===== config.mk =====
export PLATFORM = sky130hd
export DESIGN_NAME = time_set_ctrl
export DESIGN_NICKNAME = d
export VERILOG_FILES = /design/src/rtl/watch_pkg.sv /design/src/rtl/key_debounce.sv /design/src/rtl/time_set_ctrl.sv
export SDC_FILE = /design/constraint.sdc
export NUM_CORES = 1
export LEC_CHECK = 0
export ABC_CLOCK_PERIOD_IN_PS = 3700
export BUFFER_PORTS_ARGS = -buffer_cell sky130_fd_sc_hd__buf_2
export CAP_MARGIN = 20
export CORE_MARGIN = 2
export CORE_UTILIZATION = 38
export CTS_CLUSTER_DIAMETER = 30
export DETAILED_ROUTE_END_ITERATION = 7
export GPL_TIMING_DRIVEN = 1
export RECOVER_POWER = 50
export SYNTH_ARGS = -nofsm -noshare
export SYNTH_HDL_FRONTEND = slang
export SYNTH_SLANG_ARGS = --single-unit
export TNS_END_PERCENT = 10

===== constraint.sdc =====
create_clock -name clk -period 3.7 [get_ports clk]
set_clock_uncertainty 0.15 [all_clocks]
set_input_delay 0.74 -clock clk [delete_from_list [all_inputs] [get_ports clk]]
set_output_delay 0.74 -clock clk [all_outputs]
set_load 0.05 [all_outputs]

===== src/rtl/watch_pkg.sv =====
// Shared constants for the watch keypad/time-entry path: key codes, cursor
// positions, per-position digit limits and the entry FSM encoding.
package watch_pkg;

  localparam logic [3:0] KEY_NONE = 4'hF;

  localparam logic [2:0] POS_HT = 3'd0;
  localparam logic [2:0] POS_HO = 3'd1;
  localparam logic [2:0] POS_MT = 3'd2;
  localparam logic [2:0] POS_MO = 3'd3;
  localparam logic [2:0] POS_ST = 3'd4;
  localparam logic [2:0] POS_SO = 3'd5;

  localparam logic [3:0] HOUR_TEN_MAX      = 4'd2;
  localparam logic [3:0] HOUR_ONE_MAX      = 4'd9;
  localparam logic [3:0] HOUR_ONE_MAX_AT_2 = 4'd3;
  localparam logic [3:0] MIN_TEN_MAX       = 4'd5;
  localparam logic [3:0] MIN_ONE_MAX       = 4'd9;
  localparam logic [3:0] SEC_TEN_MAX       = 4'd5;
  localparam logic [3:0] SEC_ONE_MAX       = 4'd9;

  typedef enum logic [1:0] {
    ST_IDLE,
    ST_ENTRY,
    ST_COMMIT
  } state_e;

  // Largest digit allowed at a cursor position; the hour-ones limit depends
  // on the hour-tens digit already in the buffer.
  function automatic logic [3:0] digit_max(input logic [2:0] pos, input logic [3:0] h_ten);
    logic [3:0] mx;
    mx = SEC_ONE_MAX;
    case (pos)
      POS_HT:  mx = HOUR_TEN_MAX;
      POS_HO:  mx = (h_ten == HOUR_TEN_MAX) ? HOUR_ONE_MAX_AT_2 : HOUR_ONE_MAX;
      POS_MT:  mx = MIN_TEN_MAX;
      POS_MO:  mx = MIN_ONE_MAX;
      POS_ST:  mx = SEC_TEN_MAX;
      default: mx = SEC_ONE_MAX;
    endcase
    return mx;
  endfunction

endpackage


===== src/rtl/key_debounce.sv =====
// 10-key keypad debouncer: one press strobe per stable key code, re-armed
// only after the keypad has been idle for the same debounce time.
module key_debounce
  import watch_pkg::*;
#(
  parameter int DEBOUNCE = 20
) (
  input  logic       clk,
  input  logic       rst,
  input  logic [9:0] keypad_i,
  output logic       press_o,
  output logic [3:0] code_o
);

  localparam int CW = $clog2(DEBOUNCE + 1);
  localparam logic [CW-1:0] CNT_LAST = CW'(DEBOUNCE - 1);
  localparam logic [CW-1:0] CNT_SAT  = CW'(DEBOUNCE);

  logic [3:0]    raw_code;
  logic [3:0]    n_low;
  logic [3:0]    code_q, code_d;
  logic [CW-1:0] cnt_q, cnt_d;
  logic          armed_q, armed_d;
  logic          stable_done;

  always_comb begin
    // NOTE: every signal driven here gets a default first so no latch is inferred.
    raw_code = KEY_NONE;
    n_low    = '0;
    for (int k = 0; k < 10; k++) begin
      if (!keypad_i[k]) begin
        n_low    = n_low + 4'd1;
        raw_code = 4'(k);
      end
    end
    if (n_low != 4'd1) raw_code = KEY_NONE;
  end

  // cnt_q counts earlier consecutive samples equal to code_q, so this cycle
  // is the DEBOUNCE-th stable sample when the count sits at DEBOUNCE-1.
  assign stable_done = (raw_code == code_q) && (cnt_q == CNT_LAST);

  always_comb begin
    code_d  = code_q;
    cnt_d   = cnt_q;
    armed_d = armed_q;
    if (raw_code != code_q) begin
      code_d = raw_code;
      cnt_d  = CW'(1);
    end else if (cnt_q != CNT_SAT) begin
      cnt_d = cnt_q + CW'(1);
    end
    if (stable_done) armed_d = (code_q == KEY_NONE);
  end

  always_ff @(posedge clk or posedge rst) begin
    if (rst) begin
      code_q  <= KEY_NONE;
      cnt_q   <= '0;
      armed_q <= 1'b0;
    end else begin
      code_q  <= code_d;
      cnt_q   <= cnt_d;
      armed_q <= armed_d;
    end
  end

  assign press_o = armed_q && stable_done && (code_q != KEY_NONE);
  assign code_o  = code_q;

endmodule


===== src/rtl/time_set_ctrl.sv =====
// Set-mode time entry: collects six range-checked BCD digits from the keypad
// and hands them to the watch counter as a single-cycle load.
module time_set_ctrl
  import watch_pkg::*;
#(
  parameter int DEBOUNCE   = 20,
  parameter int TIMEOUT    = 10000,
  parameter int BLINK_HALF = 250
) (
  input  logic        clk,
  input  logic        rst,
  input  logic        dip_sw,
  input  logic [9:0]  keypad,
  output logic        load,
  output logic [23:0] load_time,
  output logic        edit_active,
  output logic [2:0]  edit_pos,
  output logic        blink,
  output logic        reject
);

  localparam int TW = (TIMEOUT > 1) ? $clog2(TIMEOUT) : 1;
  localparam int BW = (BLINK_HALF > 1) ? $clog2(BLINK_HALF) : 1;
  localparam logic [TW-1:0] TMO_LAST   = TW'(TIMEOUT - 1);
  localparam logic [BW-1:0] BLINK_LAST = BW'(BLINK_HALF - 1);

  state_e          state_q;
  logic [5:0][3:0] digits_q, digits_nxt;
  logic [23:0]     load_time_q;
  logic [TW-1:0]   tmo_q;
  logic [BW-1:0]   blink_cnt_q;
  logic [2:0]      pos_q, slot;
  logic            load_q, reject_q, active_q, blink_q;
  logic            press, digit_ok;
  logic [3:0]      key_code;

  key_debounce #(.DEBOUNCE(DEBOUNCE)) u_key_debounce (
    .clk      (clk),
    .rst      (rst),
    .keypad_i (keypad),
    .press_o  (press),
    .code_o   (key_code)
  );

  // Slot 5 of the digit buffer holds h_ten so the buffer packs straight into load_time.
  assign slot = POS_SO - pos_q;

  always_comb begin
    digits_nxt       = digits_q;
    digits_nxt[slot] = key_code;
    digit_ok         = (key_code <= digit_max(pos_q, digits_q[5]));
  end

  always_ff @(posedge clk or posedge rst) begin
    if (rst) begin
      state_q     <= ST_IDLE;
      // NOTE: the digit buffer is reset explicitly so a partial entry can never reach a later load.
      digits_q    <= '0;
      load_time_q <= '0;
      tmo_q       <= '0;
      blink_cnt_q <= '0;
      pos_q       <= POS_HT;
      load_q      <= 1'b0;
      reject_q    <= 1'b0;
      active_q    <= 1'b0;
      blink_q     <= 1'b0;
    end else begin
      // NOTE: non-blocking throughout; later assignments below override these pulse defaults.
      load_q   <= 1'b0;
      reject_q <= 1'b0;
      case (state_q)
        ST_IDLE, ST_COMMIT: begin
          if (dip_sw) begin
            state_q     <= ST_ENTRY;
            active_q    <= 1'b1;
            pos_q       <= POS_HT;
            digits_q    <= '0;
            tmo_q       <= '0;
            blink_cnt_q <= '0;
            blink_q     <= 1'b0;
          end else begin
            state_q <= ST_IDLE;
          end
        end
        ST_ENTRY: begin
          if (!dip_sw || tmo_q == TMO_LAST) begin
            state_q     <= ST_IDLE;
            active_q    <= 1'b0;
            pos_q       <= POS_HT;
            blink_q     <= 1'b0;
            blink_cnt_q <= '0;
          end else begin
            tmo_q <= tmo_q + TW'(1);
            if (blink_cnt_q == BLINK_LAST) begin
              blink_cnt_q <= '0;
              blink_q     <= ~blink_q;
            end else begin
              blink_cnt_q <= blink_cnt_q + BW'(1);
            end
            if (press) begin
              tmo_q <= '0;
              if (!digit_ok) begin
                reject_q <= 1'b1;
              end else begin
                digits_q    <= digits_nxt;
                blink_cnt_q <= '0;
                blink_q     <= 1'b0;
                if (pos_q == POS_SO) begin
                  state_q     <= ST_COMMIT;
                  active_q    <= 1'b0;
                  pos_q       <= POS_HT;
                  load_q      <= 1'b1;
                  load_time_q <= digits_nxt;
                end else begin
                  pos_q <= pos_q + 3'd1;
                end
              end
            end
          end
        end
        default: state_q <= ST_IDLE;
      endcase
    end
  end

  assign load        = load_q;
  assign load_time   = load_time_q;
  assign edit_active = active_q;
  assign edit_pos    = pos_q;
  assign blink       = blink_q;
  assign reject      = reject_q;

endmodule


==> results of run 1 <==
## worst max-delay path by stage
| stage | slack (ns) | startpoint | end |
|---|---|---|---|
| 2_1_floorplan | -3.08 | keypad[1] | load_time[10] |
| 3_3_place_gp | -3.38 | keypad[1] | digits_q[6] |
| 3_5_place_dp | -3.54 | keypad[1] | digits_q[6] |
| 4_1_cts | -2.83 | keypad[1] | digits_q[12] |
| 5_1_grt | -3.13 | keypad[1] | load_time[23] |
| 6_report | -2.91 | keypad[1] | load_time[23] |
## sequential cells by signal (all words and copies together), names as in the netlist, 2 cells and up
signal and flops:
load_time 24, tmo_q 14, digits_q 20, edit_pos 3, u_key_debounce.code_o 4, blink_cnt_q 8, state_q 2, u_key_debounce.cnt_q 5
## per-stage QoR
stage / setup WS [ns] / total power [uW] / area [um^2] / hold WS (ns)
finish: -2.912 / 3255 / 7184 / 0.3431
detailed placement: -3.536 / 2126 / 6307 / 0.3251
global route: -3.130 / 3451 / 7184 / 0.3689
CTS: -2.826 / 3161 / 7023 / 0.3441
floorplan: -3.081 / 1753 / 5468 / 0.2995
global placement: -3.376 / 2090 / 6307 / 0.3138
## what timing repair did
action                     4_1_cts  5_1_grt
gates resized for setup         75       22
buffers inserted                18        5
hold endpoints to repair         0        0
gates cloned                     3        0
pin swaps                       47       21
setup endpoints to repair       85       85
## cell type report
class	instances	area, um^2	share of cell area, %
multi-input cells	381	3410	47.46
flip-flops and latches	85	2132	29.68
repair buffers	136	1052	14.65
clock buffers	12	236.5	3.292
well taps	180	225.2	3.135
inverters	24	116.4	1.620
clock inverters	2	12.51	0.1742
## power groups by stage
stage	clock, uW	combinational, uW	sequential, uW
after global placement	0	1000	1090
after detailed placement	0	1040	1090
after CTS	800	1280	1080
after global routing	835	1530	1090
final	783	1400	1080
after floorplan	0	689	1060
## worst max-delay path, delay by kind of cell
kind,cells,cell delay (ns)
AND/OR/NAND/NOR,13,1.50
AO/OA/AOI/OAI,8,1.29
buffers and inverters,6,0.61
adder cells (fa/ha/maj),8,1.92
multiplexers,2,0.59
## metal layers
layer,track usage (%),up-vias,routed length (um)
li1,-,2082,-
met1,21.96,2134,5602
met2,30.27,71,6298
met3,2.622,9,340
met4,4.239,0,147
met5,0,-,0
## cell usage in the layout, fill, tap and decap left out, types with 3 or more instances in the layout
cell type  netlist  routed
buf_12           0       4
inv_1           23      19
o21ai_1          0       4
a21oi_1          8       6
o21ai_2          0       6
nand2_1         55      51
ha_1            23      16
nor2b_1          8       6
a2bb2o_4         0       4
buf_4            1      74
a21boi_0         4       4
a41oi_4          0       3
mux2i_1          3       3
o21ai_0         24      13
nor2_1          27      25
ha_4             0       6
mux2_4           1      23
clkbuf_1        14       3
buf_2            4      42
o211ai_1         9       9
xor2_1          13      13
buf_6            4      13
nor2_4           9      10
nand3b_1         3       3
and3_1          10       8
nand3_1         24      23
xnor2_1         18      16
or3_1            5       5
clkbuf_16        0       9
dfstp_2          4       4
nand4_1          9       9
dfrtp_1         81      81
nand2b_4         1       6
and2_1           5       4
a22o_1          10      10
xnor3_1          4       4
nor4_1           4       4
nor3_1           7       7
o2bb2ai_1        6       4
nand2b_1        10       5
## kinds of logic after synthesis
logic type / share of synthesized area [%]
XOR/XNOR: 8.919
multiplexers: 5.977
flip-flops: 40.42
buffers and inverters: 4.364
AND/OR/NAND/NOR: 19.95
adder cells (fa/ha/maj): 5.455
AO/OA/AOI/OAI: 14.92
==> flow_summary_export.csv, run 1 <==
group,metric,value,unit
detailed_routing,drc,0,
yosys,syn_avg_cell_area,10.28,um^2
cts,worstSkewPairLatency,0.33,ns
yosys,async_flop_share,100.0,%
critical_path,critPathSlowestCell,"ha_1",
final_layout,diodes,0,
global_route,antenna_found_initial,0,
critical_path,cp_max_fo,6,
min_path,hold_class,"reg2reg",
placement,dpl.hpwl,8.447,mm
timing,fmax,151.2,MHz
outcome,status,"complete, but fails checks",
yosys,synthesis.nets,549,
global_route,grt_pass1_vias,4364,
yosys,synth-warning-count,0,
cts,cts.clk_slew.worst_paths,0.06,ns
cts,cts_hold_buf,0,
cts,cts_buffer_depth,2,
min_path,holdPathEnd,"u_key_debounce.armed_q",
final_layout,area_delta_synth_final,36.20,%
detailed_routing,firstDrtPassIters,4,
final_layout,utilization,52.37,%
detailed_routing,routed-via-count,4296,
power_and_ir_drop,intPower,2194,uW
outcome,violations,"max-capacitance violations, max-slew violations, negative setup slack",
critical_path,timing.rr.end,"load_time[1]",
yosys,synth_top_area_cell,"dfrtp_1",
cts,cts.sinks,85,
timing,rsz0062_at_grt,"yes",
detailed_routing,wl,12.39,mm
detailed_routing,via_per_inst,5.239,
yosys,synth_edf_count,0,
global_route,grt_max_degree,46,
final_layout,drive_gt1_share,41.09,%
global_route,track_usage,17.13,%
critical_path,reg2reg_from,"digits_q[22]",
flow_run,maxCapViolations,1,
timing,setup_violations,85,
detailed_routing,drt_iter0_markers,302,
final_layout,n_fill_cell,1214,
critical_path,criticalPathCategory,"in2reg",
timing,setup_ws,-2.912,ns
detailed_routing,ant_nets,0,
power_and_ir_drop,vdd_drop_max,0.2278,mV
timing,min_period_over_period,178.7,%
global_route,grt.overflow.total,0,
min_path,hp-start,"u_key_debounce.armed_q",
critical_path,ff2ff_setup_slack,0.05,ns
yosys,synthTopCellsByCount,"dfrtp_1 (81), nand2_1 (55), nor2_1 (27)",
power_and_ir_drop,combPwrFrac,42.9,%
floorplan,start_util,38.45,%
yosys,synth_cell_type_count,80,
cts,cts_root_buf,"clkbuf_16",
floorplan,dieArea,0.01484,mm^2
yosys,synth-seq-area-share,40.42,%
yosys,synth_top_area_share,38.43,%
power_and_ir_drop,p_per_area,453.1,mW/mm^2
cts,htreeDepth,3,
floorplan,std_cell_rows,43,
placement,portBuffers,43,
min_path,hold_depth,2,
yosys,ys_ff_latch,85,
cts,cts_tree,"yes",
critical_path,crit_arrival,6.67,ns
floorplan,fp.coreArea,0.01372,mm^2
timing,fin_crit,6.612,ns
timing,hold_viol_final,0,
yosys,netlist_instances,513,
critical_path,cp_common_cell,"ha_4",
critical_path,worstPathRequired,3.76,ns
yosys,synth_ff_type,"dfrtp_1",
critical_path,start_kind,"primary input",
yosys,yosysMostFrequentCell,"dfrtp_1",
placement,placedCellCount,780,
detailed_routing,wl_per_cell,15.11,um
critical_path,r2r_cells,14,
timing,setup_tns,-232.88,ns
placement,gp_congestion,0.7951,
floorplan,io_pins,44,
power_and_ir_drop,p_leak,0.003263,uW
timing,maxSlewViolCount,42,
floorplan,die_h,121.8,um
floorplan,fp.dieW,121.8,um
final_layout,final_cell_count_no_fill,820,
timing,slew_headroom,-21.70,%
yosys,synth_area,0.005275,mm^2
critical_path,slowest_delay,0.31,ns
power_and_ir_drop,swShare,32.60,%
cts,cts_buffers,9,
final_layout,nets,673,
critical_path,end_kind,"register",
power_and_ir_drop,clkPwrFrac,24.1,%
power_and_ir_drop,power_switching,1061,uW
power_and_ir_drop,power_frac_seq,33.1,%
global_route,grt_pass1_wl,20.64,mm
timing,worst_pin_slew,1.816,ns
yosys,synth_area_leaders,"dfrtp_1 (38%), ha_1 (5.5%), nand2_1 (3.9%)",
Note: power is estimated with default switching activity, not from simulation.
==> run 2: changes to the inputs <==
Settings changed: ABC_CLOCK_PERIOD_IN_PS 3700 to 6050, BUFFER_PORTS_ARGS -buffer_cell sky130_fd_sc_hd__buf_2 to not set, DONT_BUFFER_PORTS set to 1, SLEW_MARGIN set to 10.
Clock period 3.7 ns to 6.05 ns, I/O delays scaled along.
==> flow_summary_export.csv, run 2 (synthesis results as in run 1) <==
group,metric,value,unit
outcome,status,"complete, but fails checks",
outcome,violations,"max-capacitance violations, max-slew violations, negative setup slack",
critical_path,slowest_delay,0.37,ns
critical_path,cp_common_cell,"ha_4",
placement,portBuffers,0,
critical_path,worstPathRequired,6.13,ns
cts,htreeDepth,3,
final_layout,n_fill_cell,1248,
cts,cts_hold_buf,0,
floorplan,start_util,38.45,%
floorplan,std_cell_rows,43,
final_layout,diodes,0,
detailed_routing,wl,12.04,mm
power_and_ir_drop,swShare,33.19,%
cts,cts_root_buf,"clkbuf_16",
floorplan,dieArea,0.01484,mm^2
power_and_ir_drop,power_switching,653.4,uW
detailed_routing,met2RoutedLength,5.885,mm
timing,worst_pin_slew,3.120,ns
placement,dpl.hpwl,8.067,mm
final_layout,stdcell_area,0.006746,mm^2
final_layout,largest_register_ffs,24,
cts,worstSkewPairLatency,0.34,ns
final_layout,final_common_cell,"dfrtp_1",
detailed_routing,via_per_inst,5.363,
floorplan,fp.dieW,121.8,um
final_layout,final_cell_count_no_fill,754,
final_layout,nets,605,
timing,setup_violations,83,
timing,setup_ws,-0.8690,ns
timing,hold_viol_final,0,
critical_path,crit_arrival,7.00,ns
detailed_routing,ant_nets,0,
final_layout,area_delta_synth_final,27.89,%
cts,cts_buffers,9,
final_layout,utilization,49.17,%
power_and_ir_drop,clkPwrFrac,26.7,%
global_route,grt_max_degree,59,
floorplan,fp.coreArea,0.01372,mm^2
global_route,grt_pass1_wl,20.07,mm
floorplan,io_pins,44,
power_and_ir_drop,combPwrFrac,39.4,%
global_route,track_usage,16.94,%
detailed_routing,top_layer,"met4",
power_and_ir_drop,intPower,1315,uW
timing,min_period_over_period,114.4,%
timing,maxSlewViolCount,59,
detailed_routing,routed-via-count,4044,
critical_path,start_kind,"primary input",
detailed_routing,drt_iter0_markers,217,
cts,cts_tree,"yes",
power_and_ir_drop,power_frac_seq,33.9,%
final_layout,layout_common_cells,"dfrtp_1 (81), buf_4 (52), nand2_1 (50)",
detailed_routing,firstDrtPassIters,4,
detailed_routing,drt-met1-wl,5.413,mm
global_route,grt_pass1_vias,4160,
final_layout,drive_gt1_share,35.02,%
floorplan,die_h,121.8,um
timing,rsz0062_at_grt,"yes",
timing,fin_crit,6.919,ns
critical_path,criticalPathCategory,"in2reg",
placement,gp_congestion,0.7808,
power_and_ir_drop,p_leak,0.002919,uW
timing,fmax,144.5,MHz
critical_path,end_kind,"register",
min_path,hold_class,"reg2reg",
placement,placedCellCount,713,
timing,setup_tns,-61.96,ns
cts,cts.sinks,85,
detailed_routing,drc,0,
cts,cts.clk_slew.worst_paths,0.06,ns
power_and_ir_drop,vdd_drop_max,0.1689,mV
detailed_routing,route.met3.wl,421,um
cts,cts_buffer_depth,2,
placement,place_area,0.005887,mm^2
global_route,antenna_found_initial,0,
global_route,grt.overflow.total,0,
critical_path,critPathSlowestCell,"a311o_1",
flow_run,maxCapViolations,1,
detailed_routing,wl_per_cell,15.97,um
power_and_ir_drop,p_per_area,291.8,mW/mm^2
critical_path,cp_max_fo,4,
timing,slew_headroom,-108.0,%
## run 2: cell count changes in the layout (fill, tap and decap cells not counted), moves of 3 or more
cell	before	now
buf_12	4	1
buf_2	42	2
buf_4	74	52
buf_6	13	9
o21ai_0	13	16
o21ai_1	4	1
## run 2: stage by stage
| stage | setup slack [ns] | hold WS (ns) | total power (uW) |
|---|---|---|---|
| 6_report | -0.8690 | 0.3400 | 1969 |
| 5_1_grt | -1.067 | 0.3637 | 2079 |
| 4_1_cts | -0.7548 | 0.3417 | 1911 |
| 2_1_floorplan | -1.201 | 0.2995 | 1072 |
| 3_5_place_dp | -1.370 | 0.3234 | 1255 |
| 3_3_place_gp | -1.268 | 0.3178 | 1238 |
## run 2: routing by layer
| layer | vias up | GRT usage [%] |
|---|---|---|
| met4 | 0 | 7.399 |
| met5 | - | 0 |
| met1 | 2003 | 21.16 |
| met2 | 66 | 28.56 |
| met3 | 28 | 3.184 |
| li1 | 1947 | - |
## run 2: what timing repair did
action | 4_1_cts | 5_1_grt
buffers inserted | 16 | 3
pin swaps | 47 | 25
cloned | 3 | 1
resized for setup | 60 | 21
endpoints found under the setup margin | 83 | 83
## run 2: path summary, 6_finish.rpt
| kind | start | end | cells past startpoint | slack, ns |
|---|---|---|---|---|
| max reg2reg | edit_pos[1] | load_time[11] | 14 | 1.66 |
| max | keypad[0] | digits_q[16] | 35 | -0.87 |
| min | u_key_debounce.armed_q | u_key_debounce.armed_q | 2 | 0.34 |
| min reg2reg | u_key_debounce.armed_q | u_key_debounce.armed_q | 2 | 0.34 |
| min in group asynchronous | rst | tmo_q[10] | 1 | 0.84 |
| max in group asynchronous | rst | digits_q[19] | 2 | 1.45 |
## run 2: cell type report
cell class | count | area [um^2] | area share (%)
Clock inverter | 5 | 35.03 | 0.5193
Sequential cell | 85 | 2132 | 31.60
Multi-Input combinational cell | 381 | 3395 | 50.32
Inverter | 24 | 116.4 | 1.725
Timing Repair Buffer | 68 | 590.6 | 8.754
Tap cell | 180 | 225.2 | 3.338
Clock buffer | 11 | 252.7 | 3.746
## run 2: power by group through the flow
stage	Combinational (uW)	Sequential (uW)	Clock, uW
detailed placement	582	673	0
finish	775	668	526
global route	848	672	559
CTS	708	665	537
floorplan	422	650	0
global placement	566	672	0
## run 2: critical path, delay by kind of cell
family / cells / cell delay [ns]
adder cells (fa/ha/maj): 8 / 1.93
buffers and inverters: 5 / 0.44
multiplexers: 1 / 0.22
AND/OR/NAND/NOR: 11 / 1.24
AO/OA/AOI/OAI: 9 / 1.74
XOR/XNOR: 1 / 0.18
